## src/rtl/xcvr_reconfig_pkg.sv

```systemverilog
// ---------------------------------------------------------------------------
// xcvr_reconfig_pkg
// Shared definitions for the transceiver reconfiguration AVMM initiator:
// command op encodings, FSM state encoding, reconfig bus widths and the
// masked-merge helper used by read-modify-write commands.
// ---------------------------------------------------------------------------
package xcvr_reconfig_pkg;

  localparam int RECONFIG_AW = 12;
  localparam int RECONFIG_DW = 32;

  typedef enum logic [1:0] {
    OP_RD  = 2'b00,
    OP_WR  = 2'b01,
    OP_RMW = 2'b10,
    OP_RSV = 2'b11
  } op_e;

  typedef enum logic [2:0] {
    S_IDLE  = 3'd0,
    S_RD    = 3'd1,
    S_MERGE = 3'd2,
    S_WR    = 3'd3,
    S_RSP   = 3'd4
  } state_e;

  // Bits set in mask take the new value, the rest keep the value read back.
  function automatic logic [RECONFIG_DW-1:0] rmw_merge(
    input logic [RECONFIG_DW-1:0] old_val,
    input logic [RECONFIG_DW-1:0] new_val,
    input logic [RECONFIG_DW-1:0] mask
  );
    return (old_val & ~mask) | (new_val & mask);
  endfunction

endpackage

```

## src/rtl/xcvr_reconfig_avmm_master.sv

```systemverilog
// ---------------------------------------------------------------------------
// xcvr_reconfig_avmm_master
// Avalon-MM initiator for the multi-channel transceiver reconfiguration port.
// Takes one command at a time (read, write, masked read-modify-write), runs
// the AVMM cycle honouring waitrequest with a stall timeout, and returns a
// one-cycle response carrying read data and an error flag.
//
// Ports
//   i_reconfig_clk / i_reconfig_reset : clock, async active-high reset
//   i_cmd_valid / o_cmd_ready         : command handshake (ready = idle)
//   i_cmd_op/ch/ofs/wdata/mask        : command fields
//   o_rsp_valid/rdata/err             : one-cycle response
//   o_reconfig_*                      : AVMM initiator signals
//   i_reconfig_readdata/waitrequest   : AVMM slave return signals
// ---------------------------------------------------------------------------
module xcvr_reconfig_avmm_master
  import xcvr_reconfig_pkg::*;
#(
  parameter int CH_NUM      = 4,
  parameter int OFS_AW      = 10,
  parameter int TIMEOUT_CYC = 1024
) (
  input  logic                   i_reconfig_clk,
  input  logic                   i_reconfig_reset,
  input  logic                   i_cmd_valid,
  output logic                   o_cmd_ready,
  input  logic [1:0]             i_cmd_op,
  input  logic [1:0]             i_cmd_ch,
  input  logic [OFS_AW-1:0]      i_cmd_ofs,
  input  logic [RECONFIG_DW-1:0] i_cmd_wdata,
  input  logic [RECONFIG_DW-1:0] i_cmd_mask,
  output logic                   o_rsp_valid,
  output logic [RECONFIG_DW-1:0] o_rsp_rdata,
  output logic                   o_rsp_err,
  output logic                   o_reconfig_read,
  output logic                   o_reconfig_write,
  output logic [RECONFIG_AW-1:0] o_reconfig_address,
  output logic [RECONFIG_DW-1:0] o_reconfig_writedata,
  input  logic [RECONFIG_DW-1:0] i_reconfig_readdata,
  input  logic                   i_reconfig_waitrequest
);

  localparam int              CNT_W    = (TIMEOUT_CYC > 2) ? $clog2(TIMEOUT_CYC) : 1;
  localparam logic [CNT_W-1:0] CNT_LAST = CNT_W'(TIMEOUT_CYC - 1);

  state_e                 r_state, w_state_nxt;
  op_e                    r_op, w_op_nxt;
  logic [RECONFIG_AW-1:0] r_addr, w_addr_nxt;
  logic [RECONFIG_DW-1:0] r_wdata, w_wdata_nxt;
  logic [RECONFIG_DW-1:0] r_mask, w_mask_nxt;
  logic [RECONFIG_DW-1:0] r_rdata, w_rdata_nxt;
  logic [CNT_W-1:0]       r_cnt, w_cnt_nxt;
  logic                   r_cmd_ready, w_cmd_ready_nxt;
  logic                   r_read, w_read_nxt;
  logic                   r_write, w_write_nxt;
  logic                   r_rsp_valid, w_rsp_valid_nxt;
  logic                   r_rsp_err, w_rsp_err_nxt;
  logic [RECONFIG_DW-1:0] r_rsp_rdata, w_rsp_rdata_nxt;
  logic                   w_legal;
  logic                   w_expired;

  assign w_legal   = (i_cmd_op != OP_RSV) && (32'(i_cmd_ch) < 32'(CH_NUM));
  assign w_expired = (r_cnt == CNT_LAST);

  // FSM state register
  always_ff @(posedge i_reconfig_clk or posedge i_reconfig_reset) begin
    if (i_reconfig_reset) begin
      r_state <= S_IDLE;
    end else begin
      r_state <= w_state_nxt;
    end
  end

  // Next-state and next-output decode; all outputs are registered below
  always_comb begin
    w_state_nxt     = r_state;
    w_op_nxt        = r_op;
    w_addr_nxt      = r_addr;
    w_wdata_nxt     = r_wdata;
    w_mask_nxt      = r_mask;
    w_rdata_nxt     = r_rdata;
    w_cnt_nxt       = r_cnt;
    w_cmd_ready_nxt = r_cmd_ready;
    w_read_nxt      = r_read;
    w_write_nxt     = r_write;
    w_rsp_valid_nxt = 1'b0;
    w_rsp_err_nxt   = 1'b0;
    w_rsp_rdata_nxt = {RECONFIG_DW{1'b0}};

    case (r_state)
      S_IDLE: begin
        if (i_cmd_valid && r_cmd_ready) begin
          w_cmd_ready_nxt = 1'b0;
          w_op_nxt        = op_e'(i_cmd_op);
          w_addr_nxt      = {i_cmd_ch, i_cmd_ofs};
          w_wdata_nxt     = i_cmd_wdata;
          w_mask_nxt      = i_cmd_mask;
          w_rdata_nxt     = {RECONFIG_DW{1'b0}};
          w_cnt_nxt       = {CNT_W{1'b0}};
          if (!w_legal) begin
            // RSP entered with no pulse pending: it emits the error pulse one cycle later
            w_state_nxt = S_RSP;
          end else if (i_cmd_op == OP_WR) begin
            w_state_nxt = S_WR;
            w_write_nxt = 1'b1;
          end else begin
            w_state_nxt = S_RD;
            w_read_nxt  = 1'b1;
          end
        end else begin
          w_cmd_ready_nxt = 1'b1;
        end
      end

      S_RD: begin
        if (!i_reconfig_waitrequest) begin
          w_read_nxt  = 1'b0;
          w_rdata_nxt = i_reconfig_readdata;
          if (r_op == OP_RMW) begin
            w_state_nxt = S_MERGE;
          end else begin
            w_state_nxt     = S_RSP;
            w_rsp_valid_nxt = 1'b1;
            w_rsp_rdata_nxt = i_reconfig_readdata;
          end
        end else if (w_expired) begin
          // Timed-out read returns zero data; an RMW never reaches the write phase
          w_read_nxt      = 1'b0;
          w_state_nxt     = S_RSP;
          w_rsp_valid_nxt = 1'b1;
          w_rsp_err_nxt   = 1'b1;
        end else begin
          w_cnt_nxt = r_cnt + CNT_W'(1);
        end
      end

      S_MERGE: begin
        w_wdata_nxt = rmw_merge(r_rdata, r_wdata, r_mask);
        w_cnt_nxt   = {CNT_W{1'b0}};
        w_write_nxt = 1'b1;
        w_state_nxt = S_WR;
      end

      S_WR: begin
        if (!i_reconfig_waitrequest) begin
          w_write_nxt     = 1'b0;
          w_state_nxt     = S_RSP;
          w_rsp_valid_nxt = 1'b1;
          w_rsp_rdata_nxt = r_rdata;
        end else if (w_expired) begin
          w_write_nxt     = 1'b0;
          w_state_nxt     = S_RSP;
          w_rsp_valid_nxt = 1'b1;
          w_rsp_err_nxt   = 1'b1;
          w_rsp_rdata_nxt = r_rdata;
        end else begin
          w_cnt_nxt = r_cnt + CNT_W'(1);
        end
      end

      S_RSP: begin
        if (!r_rsp_valid) begin
          // Only an illegal command arrives here without a pulse already issued
          w_rsp_valid_nxt = 1'b1;
          w_rsp_err_nxt   = 1'b1;
        end else begin
          w_state_nxt     = S_IDLE;
          w_cmd_ready_nxt = 1'b1;
        end
      end

      default: begin
        w_state_nxt = S_IDLE;
        w_read_nxt  = 1'b0;
        w_write_nxt = 1'b0;
      end
    endcase
  end

  // Command context, timeout counter and registered outputs
  always_ff @(posedge i_reconfig_clk or posedge i_reconfig_reset) begin
    if (i_reconfig_reset) begin
      r_op        <= OP_RD;
      r_addr      <= {RECONFIG_AW{1'b0}};
      r_wdata     <= {RECONFIG_DW{1'b0}};
      r_mask      <= {RECONFIG_DW{1'b0}};
      r_rdata     <= {RECONFIG_DW{1'b0}};
      r_cnt       <= {CNT_W{1'b0}};
      r_cmd_ready <= 1'b0;
      r_read      <= 1'b0;
      r_write     <= 1'b0;
      r_rsp_valid <= 1'b0;
      r_rsp_err   <= 1'b0;
      r_rsp_rdata <= {RECONFIG_DW{1'b0}};
    end else begin
      r_op        <= w_op_nxt;
      r_addr      <= w_addr_nxt;
      r_wdata     <= w_wdata_nxt;
      r_mask      <= w_mask_nxt;
      r_rdata     <= w_rdata_nxt;
      r_cnt       <= w_cnt_nxt;
      r_cmd_ready <= w_cmd_ready_nxt;
      r_read      <= w_read_nxt;
      r_write     <= w_write_nxt;
      r_rsp_valid <= w_rsp_valid_nxt;
      r_rsp_err   <= w_rsp_err_nxt;
      r_rsp_rdata <= w_rsp_rdata_nxt;
    end
  end

  assign o_cmd_ready          = r_cmd_ready;
  assign o_reconfig_read      = r_read;
  assign o_reconfig_write     = r_write;
  assign o_reconfig_address   = r_addr;
  assign o_reconfig_writedata = r_wdata;
  assign o_rsp_valid          = r_rsp_valid;
  assign o_rsp_err            = r_rsp_err;
  assign o_rsp_rdata          = r_rsp_rdata;

endmodule

```

## config.mk

```make
export PLATFORM = sky130hd
export DESIGN_NAME = xcvr_reconfig_avmm_master
export DESIGN_NICKNAME = d
export VERILOG_FILES = /design/src/rtl/xcvr_reconfig_pkg.sv /design/src/rtl/xcvr_reconfig_avmm_master.sv
export SDC_FILE = /design/constraint.sdc
export NUM_CORES = 1
export LEC_CHECK = 0
export CAP_MARGIN = 20
export CELL_PAD_IN_SITES_DETAIL_PLACEMENT = 2
export CELL_PAD_IN_SITES_GLOBAL_PLACEMENT = 2
export CORE_ASPECT_RATIO = 1.4
export CORE_MARGIN = 1
export CORE_UTILIZATION = 26
export DETAILED_ROUTE_END_ITERATION = 6
export GPL_TIMING_DRIVEN = 0
export PLACE_DENSITY_LB_ADDON = 0.05
export REMOVE_ABC_BUFFERS = 1
export SLEW_MARGIN = 20
export SYNTH_ARGS = -nofsm -noshare
export SYNTH_HDL_FRONTEND = slang
export SYNTH_SLANG_ARGS = --single-unit
```

## constraint.sdc

```tcl
create_clock -name i_reconfig_clk -period 4.94 [get_ports i_reconfig_clk]
set_input_delay 0.741 -clock i_reconfig_clk [delete_from_list [all_inputs] [get_ports i_reconfig_clk]]
set_output_delay 0.741 -clock i_reconfig_clk [all_outputs]
set_load 0.005 [all_outputs]
```

======== Word-level counts from Yosys, hierarchy flattened ========
Index checks and enable logic that the tools add are counted.
word-level totals
  bits in registers ....................... 160
  bits of input ports ..................... 114
  logic and storage cells ................. 99
cells by class
  $add $sub $neg .......................... 1
  equality and inequality tests ........... 18
  multiplexer cells ....................... 44
  bitwise operators ....................... 6
  reduce and logical (&&, ||, !) cells .... 17
operators by type and width
  cell                     number
  $mux W32                 7
  $pmux W32 S2             3
  $and A32 B32 Y32         2
  $not A32 Y32             1
  $or A32 B32 Y32          1
  $mux W10                 3
  $pmux W10 S3             1
  $mux W3                  7
  $mux W1                  16
  $ne A2 B2 Y1 const B     8
  $pmux W3 S5              1
  $add A10 B1 Y10 const B  1
  $eq A10 B10 Y1 const B   1
  $reduce_and A5 Y1        2
  $reduce_and A2 Y1        4
  $eq A3 B2 Y1 const B     2
  $ne A3 B3 Y1 const B     2
  $pmux W1 S3              2
  $reduce_bool A2 Y1       3
  $pmux W1 S2              2
  $pmux W1 S4              1
  $reduce_and A4 Y1        1
  $reduce_or A2 Y1         2
  $eq A3 B1 Y1 const B     1
  11 further kinds         12

======== Longest topological paths before layout ========
Gate-level depths: netlist (run 1).
  word-level depth ........................ 5
  depth in mapped cells ................... 7

======== Worst setup path after synthesis (run 1) ========
Ideal clock, no wire load.
  path type ............................... input -> register
  from .................................... in i_cmd_valid
  to ...................................... reg r_cnt[9]
  library setup time ...................... 78 ps
  data arrival time ....................... 1929 ps
  data required time ...................... 4862 ps
  path slack .............................. 2933 ps
  stages .................................. 4
  buffers on the path ..................... 0
  cells stage by stage .................... a211o_1 > or4b_4 > or4_1 > a21oi_1
between the ends
  word-level cells in the longest chain between the ends .. 3
ends and longest elaborated chain
  what                                RTL line                          RTL
  start, declared                     xcvr_reconfig_avmm_master.sv:25   input logic i_cmd_valid,
  $logic_and A1 B1 Y1                 xcvr_reconfig_avmm_master.sv:92   if (i_cmd_valid && r_cmd_ready) begin
  $ne A2 B2 Y1 (no source line)       -
  $reduce_and A4 Y1 (no source line)  -
  end signal, assigned                xcvr_reconfig_avmm_master.sv:188  r_cnt <= {CNT_W{1'b0}};
  end signal, assigned                xcvr_reconfig_avmm_master.sv:201  r_cnt <= w_cnt_nxt;
  end, declared                       xcvr_reconfig_avmm_master.sv:52   logic [CNT_W-1:0] r_cnt, w_cnt_nxt;
Every way passes these cells.
A chain may end at the register's enable or synchronous reset.

======== Worst setup path in the final report (run 1) ========
  from .................................... in i_reconfig_waitrequest
  to ...................................... reg r_rsp_rdata[25], in the netlist o_rsp_rdata[25]
between the ends
  word-level cells in the longest chain between the ends .. 2
  elaborated cells on any way between the ends .. 3
  those cells by class .................... mux (3)
ends and longest elaborated chain
  what                         RTL line                                                            RTL
  start, declared              xcvr_reconfig_avmm_master.sv:40                                     input logic i_reconfig_waitrequest
  $mux W32 (on tied branches)  xcvr_reconfig_avmm_master.sv:145, xcvr_reconfig_avmm_master.sv:116
  $pmux W32 S2 *               xcvr_reconfig_avmm_master.sv:90                                     case (r_state)
  net w_rsp_rdata_nxt[25]      xcvr_reconfig_avmm_master.sv:58                                     logic [RECONFIG_DW-1:0] r_rsp_rdata, w_rsp_rdata_nxt;
  end signal, assigned         xcvr_reconfig_avmm_master.sv:194                                    r_rsp_rdata <= {RECONFIG_DW{1'b0}};
  end signal, assigned         xcvr_reconfig_avmm_master.sv:207                                    r_rsp_rdata <= w_rsp_rdata_nxt;
  end, declared                xcvr_reconfig_avmm_master.sv:58
The timed path passes the listed nets; every way through them passes the cells marked *.

==> results of run 1 <==
[tightest hold or removal path: cells and delay by family, from the launching register on]
kind | cells | cell delay, ns
flip-flops | 1 | 0.34
AND/OR/NAND/NOR | 2 | 0.10
[worst min path at each step]
stage / slack, ns / cells after the start / startpoint / to
6_report: 0.48 / 2 / o_reconfig_address[4]$_DFFE_PP0P_ / o_reconfig_address[4]$_DFFE_PP0P_
5_1_grt: 0.51 / 1 / flop / flop
4_1_cts: 0.49 / 2 / o_reconfig_address[4]$_DFFE_PP0P_ / o_reconfig_address[4]$_DFFE_PP0P_
3_5_place_dp: 0.47 / 2 / o_reconfig_address[3]$_DFFE_PP0P_ / o_reconfig_address[3]$_DFFE_PP0P_
3_3_place_gp: 0.46 / 2 / o_reconfig_address[10]$_DFFE_PP0P_ / o_reconfig_address[10]$_DFFE_PP0P_
2_1_floorplan: 0.44 / 2 / r_op[0]$_DFFE_PP0P_ / r_op[0]$_DFFE_PP0P_
[metal layers]
metal  vias to the layer above  global-route usage (%)  wire length, microns  part of all wire [%]
met3                        16                    5.16                  1330                   5.2
met4                         2                    5.66                   265                   1.0
met2                       137                    37.8                 14200                    55
met5                         -                       0                    11                 0.043
met1                      3136                    22.1                 10100                    39
li1                       2724                       -                     -                     -
[kinds of logic (layout without fill, tap and decap cells)]
family                   Yosys count  after routing
AO/OA/AOI/OAI                    197            197
adder cells (fa/ha/maj)            1              1
buffers and inverters             49            246
flip-flops                       160            160
multiplexers                       6              6
AND/OR/NAND/NOR                  259            259
[cells in the final DEF, fill, tap and decap left out, drive strengths merged, types with 3 or more instances in the layout]
| cell type | instances |
|---|---|
| nand2 | 217 |
| clkdlybuf4s50 | 194 |
| dfrtp | 160 |
| o21ai | 38 |
| a21oi | 37 |
| a22o | 33 |
| o32a | 32 |
| o21a | 32 |
| clkbuf | 21 |
| buf | 15 |
| nand2b | 11 |
| clkinv | 7 |
| mux2i | 6 |
| a211oi | 5 |
| inv | 5 |
| nor3 | 5 |
| nand3 | 4 |
| nor2 | 4 |
| clkinvlp | 3 |
| a211o | 3 |
| o31ai | 3 |
| nand4 | 3 |
[area by class of cell]
type                       instances  share of cell area (%)
inverter                           5                   0.267
clock buffer                      21                    4.88
clock inverter                    11                   0.889
timing repair buffer             209                    22.4
tap                              319                    4.05
multi-input combinational        463                    26.9
sequential                       160                    40.6
[power by group through the flow]
| stage | registers, W | clock network [W] | logic (W) |
|---|---|---|---|
| after global routing | 0.00228 | 0.00138 | 0.00251 |
| after detailed placement | 0.00224 | 0 | 0.00234 |
| after global placement | 0.00219 | 0 | 0.00212 |
| after floorplan | 0.00214 | 0 | 0.00105 |
| final | 0.00222 | 0.00130 | 0.00227 |
| after CTS | 0.00222 | 0.00133 | 0.00235 |
[synthesized netlist by cell type, drive strengths merged, types with 3 or more instances]
library cell | instances | area share, %
a21oi | 37 | 2.7
nand4 | 3 | 0.37
inv | 5 | 0.28
mux2i | 6 | 0.89
o32a | 32 | 4.7
buf | 8 | 0.46
a22o | 33 | 4.3
dfrtp | 160 | 59
o21a | 32 | 3.5
nand3 | 4 | 0.30
o31ai | 3 | 0.41
nand2b | 11 | 1.0
clkbuf | 36 | 2.0
a211o | 3 | 0.39
nor3 | 5 | 0.44
o21ai | 38 | 2.8
nor2 | 4 | 0.22
nand2 | 217 | 12
a211oi | 5 | 0.55
[stage by stage]
step | TNS [ns] | util (%) | instance area [sq um] | std cells | power (W)
global route | 0 | 38.7 | 9850 | 1188 | 0.00618
global placement | -503.79 | 35.2 | 8960 | 1141 | 0.00431
floorplan | -19.35 | - | 6620 | 628 | 0.00319
CTS | 0 | 38.7 | 9850 | 1188 | 0.00591
detailed placement | 0 | 36.4 | 9280 | 1156 | 0.00457
finish | 0 | 38.7 | 9850 | 1188 | 0.00579
==> flow_metrics.tcl, run 1 <==
set metrics [dict create \
    dr.pass1.iters 6 \
    synth_top_family_by_area "compound AO/OA/AOI/OAI gates" \
    wl_per_cell_microns 21.8 \
    cts_sinks 160 \
    cts-root-buf "clkbuf_16" \
    synth_compound_area_share_pct 21.1 \
    num_vias 6015 \
    rsz0062_at_grt "false" \
    nNetsFinal 971 \
    cts_buffers 17 \
    yosys.area_share.adder_pct 0.184 \
    synth-main-ff-cell "dfrtp_1" \
    syn-cell-area_sq_mm 0.00678 \
    die_h_microns 193 \
    initial_core_util_pct 26.6 \
    antenna_cells 0 \
    final_min_period_over_clock_period_pct 54.6 \
    grt_pass1_vias 6872 \
    fin_crit_ns 2.70 \
    overflow 0 \
    area_growth_pct 45.2 \
    hp-class "flop to flop" \
    ys_types 46 \
    irDropWorstVdd_mv 0.237 \
    timing.critical_path.slowest_cell_delay_ns 0.76 \
    dpl_worst_slack_ns 1.81 \
    hold_violations 0 \
    ant_nets 0 \
    fp-row-count 69 \
    reg2reg_slack_ns 2.30 \
    hold_ws_ns 0.477 \
    clk_pin_slew_ns 0.06 \
    timing.final.ws_setup_ns 2.24 \
    p_per_area_mw_per_mm2 587 \
    die-width_microns 139 \
    slew_headroom_pct 46.9 \
    syn_inst 672 \
    pwr-share-clk_pct 22.4 \
    ios 195 \
    fillCellCount 2674 \
    synth.mux.area_fraction_pct 0.885 \
    path_depth 5 \
    async_flop_share_pct 100 \
    crit_end "o_rsp_rdata[25]$_DFF_PP0_" \
    path_delay_family "simple AND/OR/NAND/NOR gates" \
    gp_congestion 0.760 \
    comb_power_share_pct 39.3 \
    yosys.area_share.simple_pct 16.0 \
    r2r-start "r_state[0]$_DFFE_PP0P_" \
    via_per_inst 5.06 \
    grt_max_degree 82 \
    place_hpwl_microns 17400 \
    io_buffers 194 \
    drt_iter0_markers 258 \
    antenna_found_initial 1 \
    tightestPinTransition_ns 0.785 \
    holdBufCountCts 0 \
    r2r-end "o_rsp_rdata[25]$_DFF_PP0_" \
    htreeDepth 4 \
    ys_seq_area_share_pct 59.0 \
    power.switching_w 0.00214 \
    synth_seq_cells 160 \
    multi_input_area_sq_mm 0.00265 \
    crit_path_start_kind "input port" \
    path_class "input port to flop" \
    crit_fanout 19 \
    leakage_nw 4.25 \
    swShare_pct 37.0 \
    violations "design-rule violations" \
    cts_resized 0 \
    yosys_warnings 0 \
    route.detailed.drc 6 \
    setup_viol 0 \
    crit_buf_inv 2 \
    cts_setup_buffers 0 \
    synth_xor_area_share_pct 0 \
    critical_path_required_ns 5.30 \
    crit_path_cell_trace "clkdlybuf4s50_1, nor4b_1, and2_2, buf_12, a22o_1" \
    p_int_w 0.00365 \
    drt-total-wl_microns 25900 \
    maxSlewViolCount 0 \
    cp_slowest_cell "nor4b_1" \
    drive_above_1_share_pct 7.36 \
    clk_path_buf_depth 2 \
    core_area_sq_mm 0.0255 \
    status "finished with violations" \
    fmaxAchievable_mhz 370 \
    crit_path_start "i_reconfig_waitrequest" \
    grt_pass1_wl_microns 40000 \
    cts_tree "done" \
    fp.dieArea_sq_mm 0.0268 \
    max-cap-violations 0 \
    endpoint_kind "flop" \
    clock_skew_ns 0.0134 \
    insertion_delay_ns 0.43 \
    synth_edf_count 0 \
    reg2reg_depth 4 \
    grt_use_total_pct 20.0 \
    arrival_ns 3.06 \
    regArea_sq_mm 0.00400 \
    p_seq_share_pct 38.3 \
    syn_avg_cell_area_sq_um 10.1 \
]
(Power assumes the default switching activity.)
==> run 2: changes to the inputs <==
- CORE_UTILIZATION: 26 -> 29
- clock period: 4.94 -> 2.55 ns (I/O delays scaled with it)
==> flow_metrics.tcl, run 2 (synthesized netlist as in run 1, its figures left out) <==
set metrics [dict create \
    drt-total-wl_microns 25400 \
    nNetsFinal 972 \
    dpl_worst_slack_ns -0.211 \
    dpl-instance-area_sq_mm 0.00928 \
    htreeDepth 4 \
    cts_sinks 160 \
    initial_core_util_pct 29.8 \
    route.detailed.drc 0 \
    setup_viol 0 \
    die_h_microns 183 \
    insertion_delay_ns 0.43 \
    holdBufCountCts 0 \
    critical_path_required_ns 2.91 \
    finalNonFillerCells 1171 \
    irDropWorstVdd_mv 0.484 \
    fillCellCount 2386 \
    rsz0062_at_grt "false" \
    cts_buffers 17 \
    ant_nets 0 \
    final_min_period_over_clock_period_pct 93.0 \
    grt_max_degree 101 \
    crit_path_start_kind "flop" \
    arrival_ns 2.73 \
    place_hpwl_microns 17500 \
    path_class "flop to flop" \
    clk_path_buf_depth 2 \
    postLayoutCellArea_sq_mm 0.00992 \
    fin_crit_ns 2.37 \
    hp-class "input port to asynchronous set/reset pin" \
    io_buffers 194 \
    gp_congestion 0.773 \
    via_per_inst 5.16 \
    cts_tree "done" \
    cts-root-buf "clkbuf_16" \
    drt_iter0_markers 180 \
    regArea_sq_mm 0.00400 \
    maxSlewViolCount 0 \
    tightestPinTransition_ns 0.758 \
    fmaxAchievable_mhz 422 \
    fp-row-count 65 \
    multi_input_area_sq_mm 0.00265 \
    area_growth_pct 46.3 \
    slew_headroom_pct 49.5 \
    grt_pass1_wl_microns 40000 \
    clk_pin_slew_ns 0.06 \
    crit_fanout 23 \
    grt_use_total_pct 21.8 \
    dp_cells 1138 \
    ios 195 \
    endpoint_kind "flop" \
    antenna_cells 0 \
    max-cap-violations 0 \
    overflow 0 \
    num_vias 6042 \
    final_common_cell "nand2_1" \
    hold_ws_ns 0.388 \
    final_cell_mix "nand2_1 (215), clkdlybuf4s50_1 (194), dfrtp_1 (160)" \
    grt_pass1_vias 6976 \
    power_w 0.0115 \
    core_area_sq_mm 0.0228 \
    leakage_nw 4.29 \
    status "complete, no violations" \
    fp.dieArea_sq_mm 0.0240 \
    antenna_found_initial 0 \
    die-width_microns 131 \
    p_per_area_mw_per_mm2 1160 \
    hold_violations 0 \
    timing.final.ws_setup_ns 0.179 \
    dr.pass1.iters 4 \
    clock_skew_ns 0.00833 \
    wl_per_cell_microns 21.7 \
    drive_above_1_share_pct 7.47 \
]
## run 2: cell types whose count changed in the layout (fill, tap and decap cells not counted), sizes merged
| cell | change |
|---|---|
| clkinv | -4 |
| bufinv | +3 |
| buf | +1 |
| clkbuf | +1 |
## run 2: where the power goes
part           internal [W]  switching [W]  leakage, nW
clock               0.00171        0.00105        0.302
sequential          0.00351       0.000797         2.04
combinational       0.00217        0.00228         1.95
total               0.00739        0.00413         4.29
## run 2: final cells by class
class	count	share of cell area, %
Inverter	5	0.265
Sequential cell	160	40.3
Clock inverter	10	1.59
Clock buffer	22	4.78
Multi-Input combinational cell	463	26.7
Tap cell	301	3.79
Timing Repair Buffer	210	22.5
## run 2: per-stage QoR
stage          setup TNS, ns  utilization, %
6_report                   0            43.6
5_1_grt                    0            43.6
4_1_cts                    0            43.5
3_5_place_dp           -3.71            40.7
3_3_place_gp        -1022.24            39.2
2_1_floorplan        -376.03               -
## run 2: worst paths after layout
check	startpoint	end	slack, ns	cells past startpoint
min reg2reg	o_reconfig_address[3]$_DFFE_PP0P_	o_reconfig_address[3]$_DFFE_PP0P_	0.48	2
min in group i_reconfig_clk	o_reconfig_address[3]$_DFFE_PP0P_	o_reconfig_address[3]$_DFFE_PP0P_	0.48	2
max reg2reg	r_state[0]$_DFFE_PP0P_	o_rsp_rdata[2]$_DFF_PP0_	0.18	4
max in group asynchronous	i_reconfig_reset	r_rdata[25]$_DFFE_PP0P_	1.29	3
min	i_reconfig_reset	asynchronous set/reset pin	0.39	2
max	r_state[0]$_DFFE_PP0P_	o_rsp_rdata[2]$_DFF_PP0_	0.18	4
## run 2: critical path, cell delays in order (launching register included)
cell and delay [ns]:
dfrtp_1 0.83, nor4b_2 0.52, and2_2 0.53, buf_16 0.22
a22o_1 0.18
## run 2: timing repair
item | in CTS | in global routing
setup buffers | 0 | 1
endpoints found under the setup margin | 22 | 8
gates resized for setup | 2 | 0
pin swaps | 0 | 1
gates cloned | 0 | 0
## run 2: metal layers
metal	part of all wire, %	GRT usage, %
met2	55	42.1
met4	1.7	7.07
met5	0	0
met1	38	22.7
met3	5.2	5.89
==> run 3: changes to the inputs <==
- HOLD_SLACK_MARGIN: unset -> 0.15
- RECOVER_POWER: unset -> 25
==> flow_metrics.tcl, run 3 (synthesized netlist as in run 1, its figures left out) <==
set metrics [dict create \
    grt_pass1_vias 6976 \
    core_area_sq_mm 0.0228 \
    route.detailed.drc 0 \
    ant_nets 0 \
    finalNonFillerCells 1171 \
    drt-total-wl_microns 25400 \
    swShare_pct 35.9 \
    clk_path_buf_depth 2 \
    place_hpwl_microns 17500 \
    wl_per_cell_microns 21.7 \
    slew_headroom_pct 5.50 \
    reg2reg_slack_ns 0.18 \
    irDropWorstVdd_mv 0.484 \
    setup_viol 0 \
    final_common_cell "nand2_1" \
    reg2reg_depth 4 \
    insertion_delay_ns 0.43 \
    fillCellCount 2386 \
    crit_path_start_kind "flop" \
    min_to "o_reconfig_address[3]$_DFFE_PP0P_" \
    p_int_w 0.00739 \
    antenna_found_initial 0 \
    r2r-start "r_state[0]$_DFFE_PP0P_" \
    die-width_microns 131 \
    grt_pass1_wl_microns 40000 \
    fp-row-count 65 \
    r2r-end "o_rsp_rdata[2]$_DFF_PP0_" \
    num_vias 6044 \
    multi_input_area_sq_mm 0.00265 \
    fmaxAchievable_mhz 422 \
    hold_depth 2 \
    power.switching_w 0.00413 \
    path_class "flop to flop" \
    dr.pass1.iters 4 \
    grt_use_total_pct 21.8 \
    initial_core_util_pct 29.8 \
    hold_violations 0 \
    die_h_microns 183 \
    endpoint_kind "flop" \
    drive_above_1_share_pct 7.47 \
    regArea_sq_mm 0.00400 \
    tightestPinTransition_ns 1.41 \
    ios 195 \
    cts_tree "done" \
    arrival_ns 2.73 \
    area_growth_pct 46.2 \
    clk_pin_slew_ns 0.06 \
    nNetsFinal 972 \
    rsz0062_at_grt "false" \
    drt_iter0_markers 180 \
    hp-start "o_reconfig_address[3]$_DFFE_PP0P_" \
    comb_power_share_pct 38.6 \
    fin_crit_ns 2.37 \
    critical_path_required_ns 2.91 \
    leakage_nw 4.28 \
    fp.dieArea_sq_mm 0.0240 \
    p_per_area_mw_per_mm2 1160 \
    htreeDepth 4 \
    cts_buffers 17 \
    dp_cells 1138 \
    p_seq_share_pct 37.4 \
    cts-root-buf "clkbuf_16" \
    pwr-share-clk_pct 24.0 \
    final_min_period_over_clock_period_pct 93.0 \
    max-cap-violations 0 \
    crit_fanout 23 \
    cts_sinks 160 \
    maxSlewViolCount 0 \
    hold_ws_ns 0.480 \
    via_per_inst 5.16 \
    overflow 0 \
    hp-class "flop to flop" \
    io_buffers 194 \
    status "complete, no violations" \
    grt_max_degree 101 \
    holdBufCountCts 0 \
    gp_congestion 0.773 \
    antenna_cells 0 \
    final_cell_mix "nand2_1 (215), clkdlybuf4s50_1 (193), dfrtp_1 (160)" \
    clock_skew_ns 0.00833 \
]
==> run 3: worst max path at each step <==
| stage | from | to | cells after the start |
|---|---|---|---|
| final | r_state[0]$_DFFE_PP0P_ | o_rsp_rdata[2]$_DFF_PP0_ | 4 |
| after global routing | r_state[0]$_DFFE_PP0P_ | o_rsp_rdata[2]$_DFF_PP0_ | 4 |
| after CTS | r_cnt[0]$_DFFE_PP0P_ | o_rsp_rdata[2]$_DFF_PP0_ | 7 |
| after detailed placement | i_reconfig_waitrequest | o_rsp_rdata[22]$_DFF_PP0_ | 5 |
| after global placement | i_reconfig_reset | asynchronous set/reset pin | 2 |
| after floorplan | i_reconfig_reset | asynchronous set/reset pin | 1 |
==> run 3: area by class of cell <==
cell class              instances  share of cell area (%)
clock inverters                10                    1.59
clock buffers                  22                    4.78
multi-input cells             463                    26.7
repair buffers                210                    22.6
flip-flops and latches        160                    40.4
inverters                       5                   0.227
well taps                     301                    3.80
==> run 3: power groups by stage <==
stage / combinational, W / sequential (W) / clock [W]
6_report: 0.00444 / 0.00431 / 0.00277
5_1_grt: 0.00489 / 0.00443 / 0.00293
3_3_place_gp: 0.00388 / 0.00404 / 0
3_5_place_dp: 0.00450 / 0.00433 / 0
4_1_cts: 0.00457 / 0.00431 / 0.00284
2_1_floorplan: 0.00203 / 0.00415 / 0
==> run 3: critical path: stages (launching register included) <==
cell and delay, ns:
dfrtp_1 0.83, nor4b_2 0.52, and2_2 0.53, buf_16 0.22, a22o_1 0.18
==> run 3: layer usage <==
layer | vias to the layer above | global-route usage [%] | wire (microns)
met1 | 3136 | 22.7 | 9560
li1 | 2733 | - | -
met2 | 147 | 42.1 | 14100
met3 | 28 | 5.89 | 1290
met5 | - | 0 | 0
met4 | 0 | 7.07 | 444
==> run 3: metrics by stage <==
stage | TNS [ns] | setup WS [ns] | area, sq um | util (%) | power [W]
4_1_cts | 0 | 0.0323 | 9920 | 43.5 | 0.0117
3_5_place_dp | -3.71 | -0.211 | 9280 | 40.7 | 0.00883
2_1_floorplan | -376.03 | -2.15 | 6620 | - | 0.00617
5_1_grt | 0 | 0.0813 | 9920 | 43.6 | 0.0122
3_3_place_gp | -1022.24 | -4.57 | 8940 | 39.2 | 0.00792
6_report | 0 | 0.179 | 9920 | 43.6 | 0.0115
==> run 3: repair_timing <==
item                       4_1_cts  5_1_grt
gates resized for setup          2        0
cloned                           0        0
setup endpoints to repair       22        8
buffers inserted                 0        1
pin swaps                        0        1
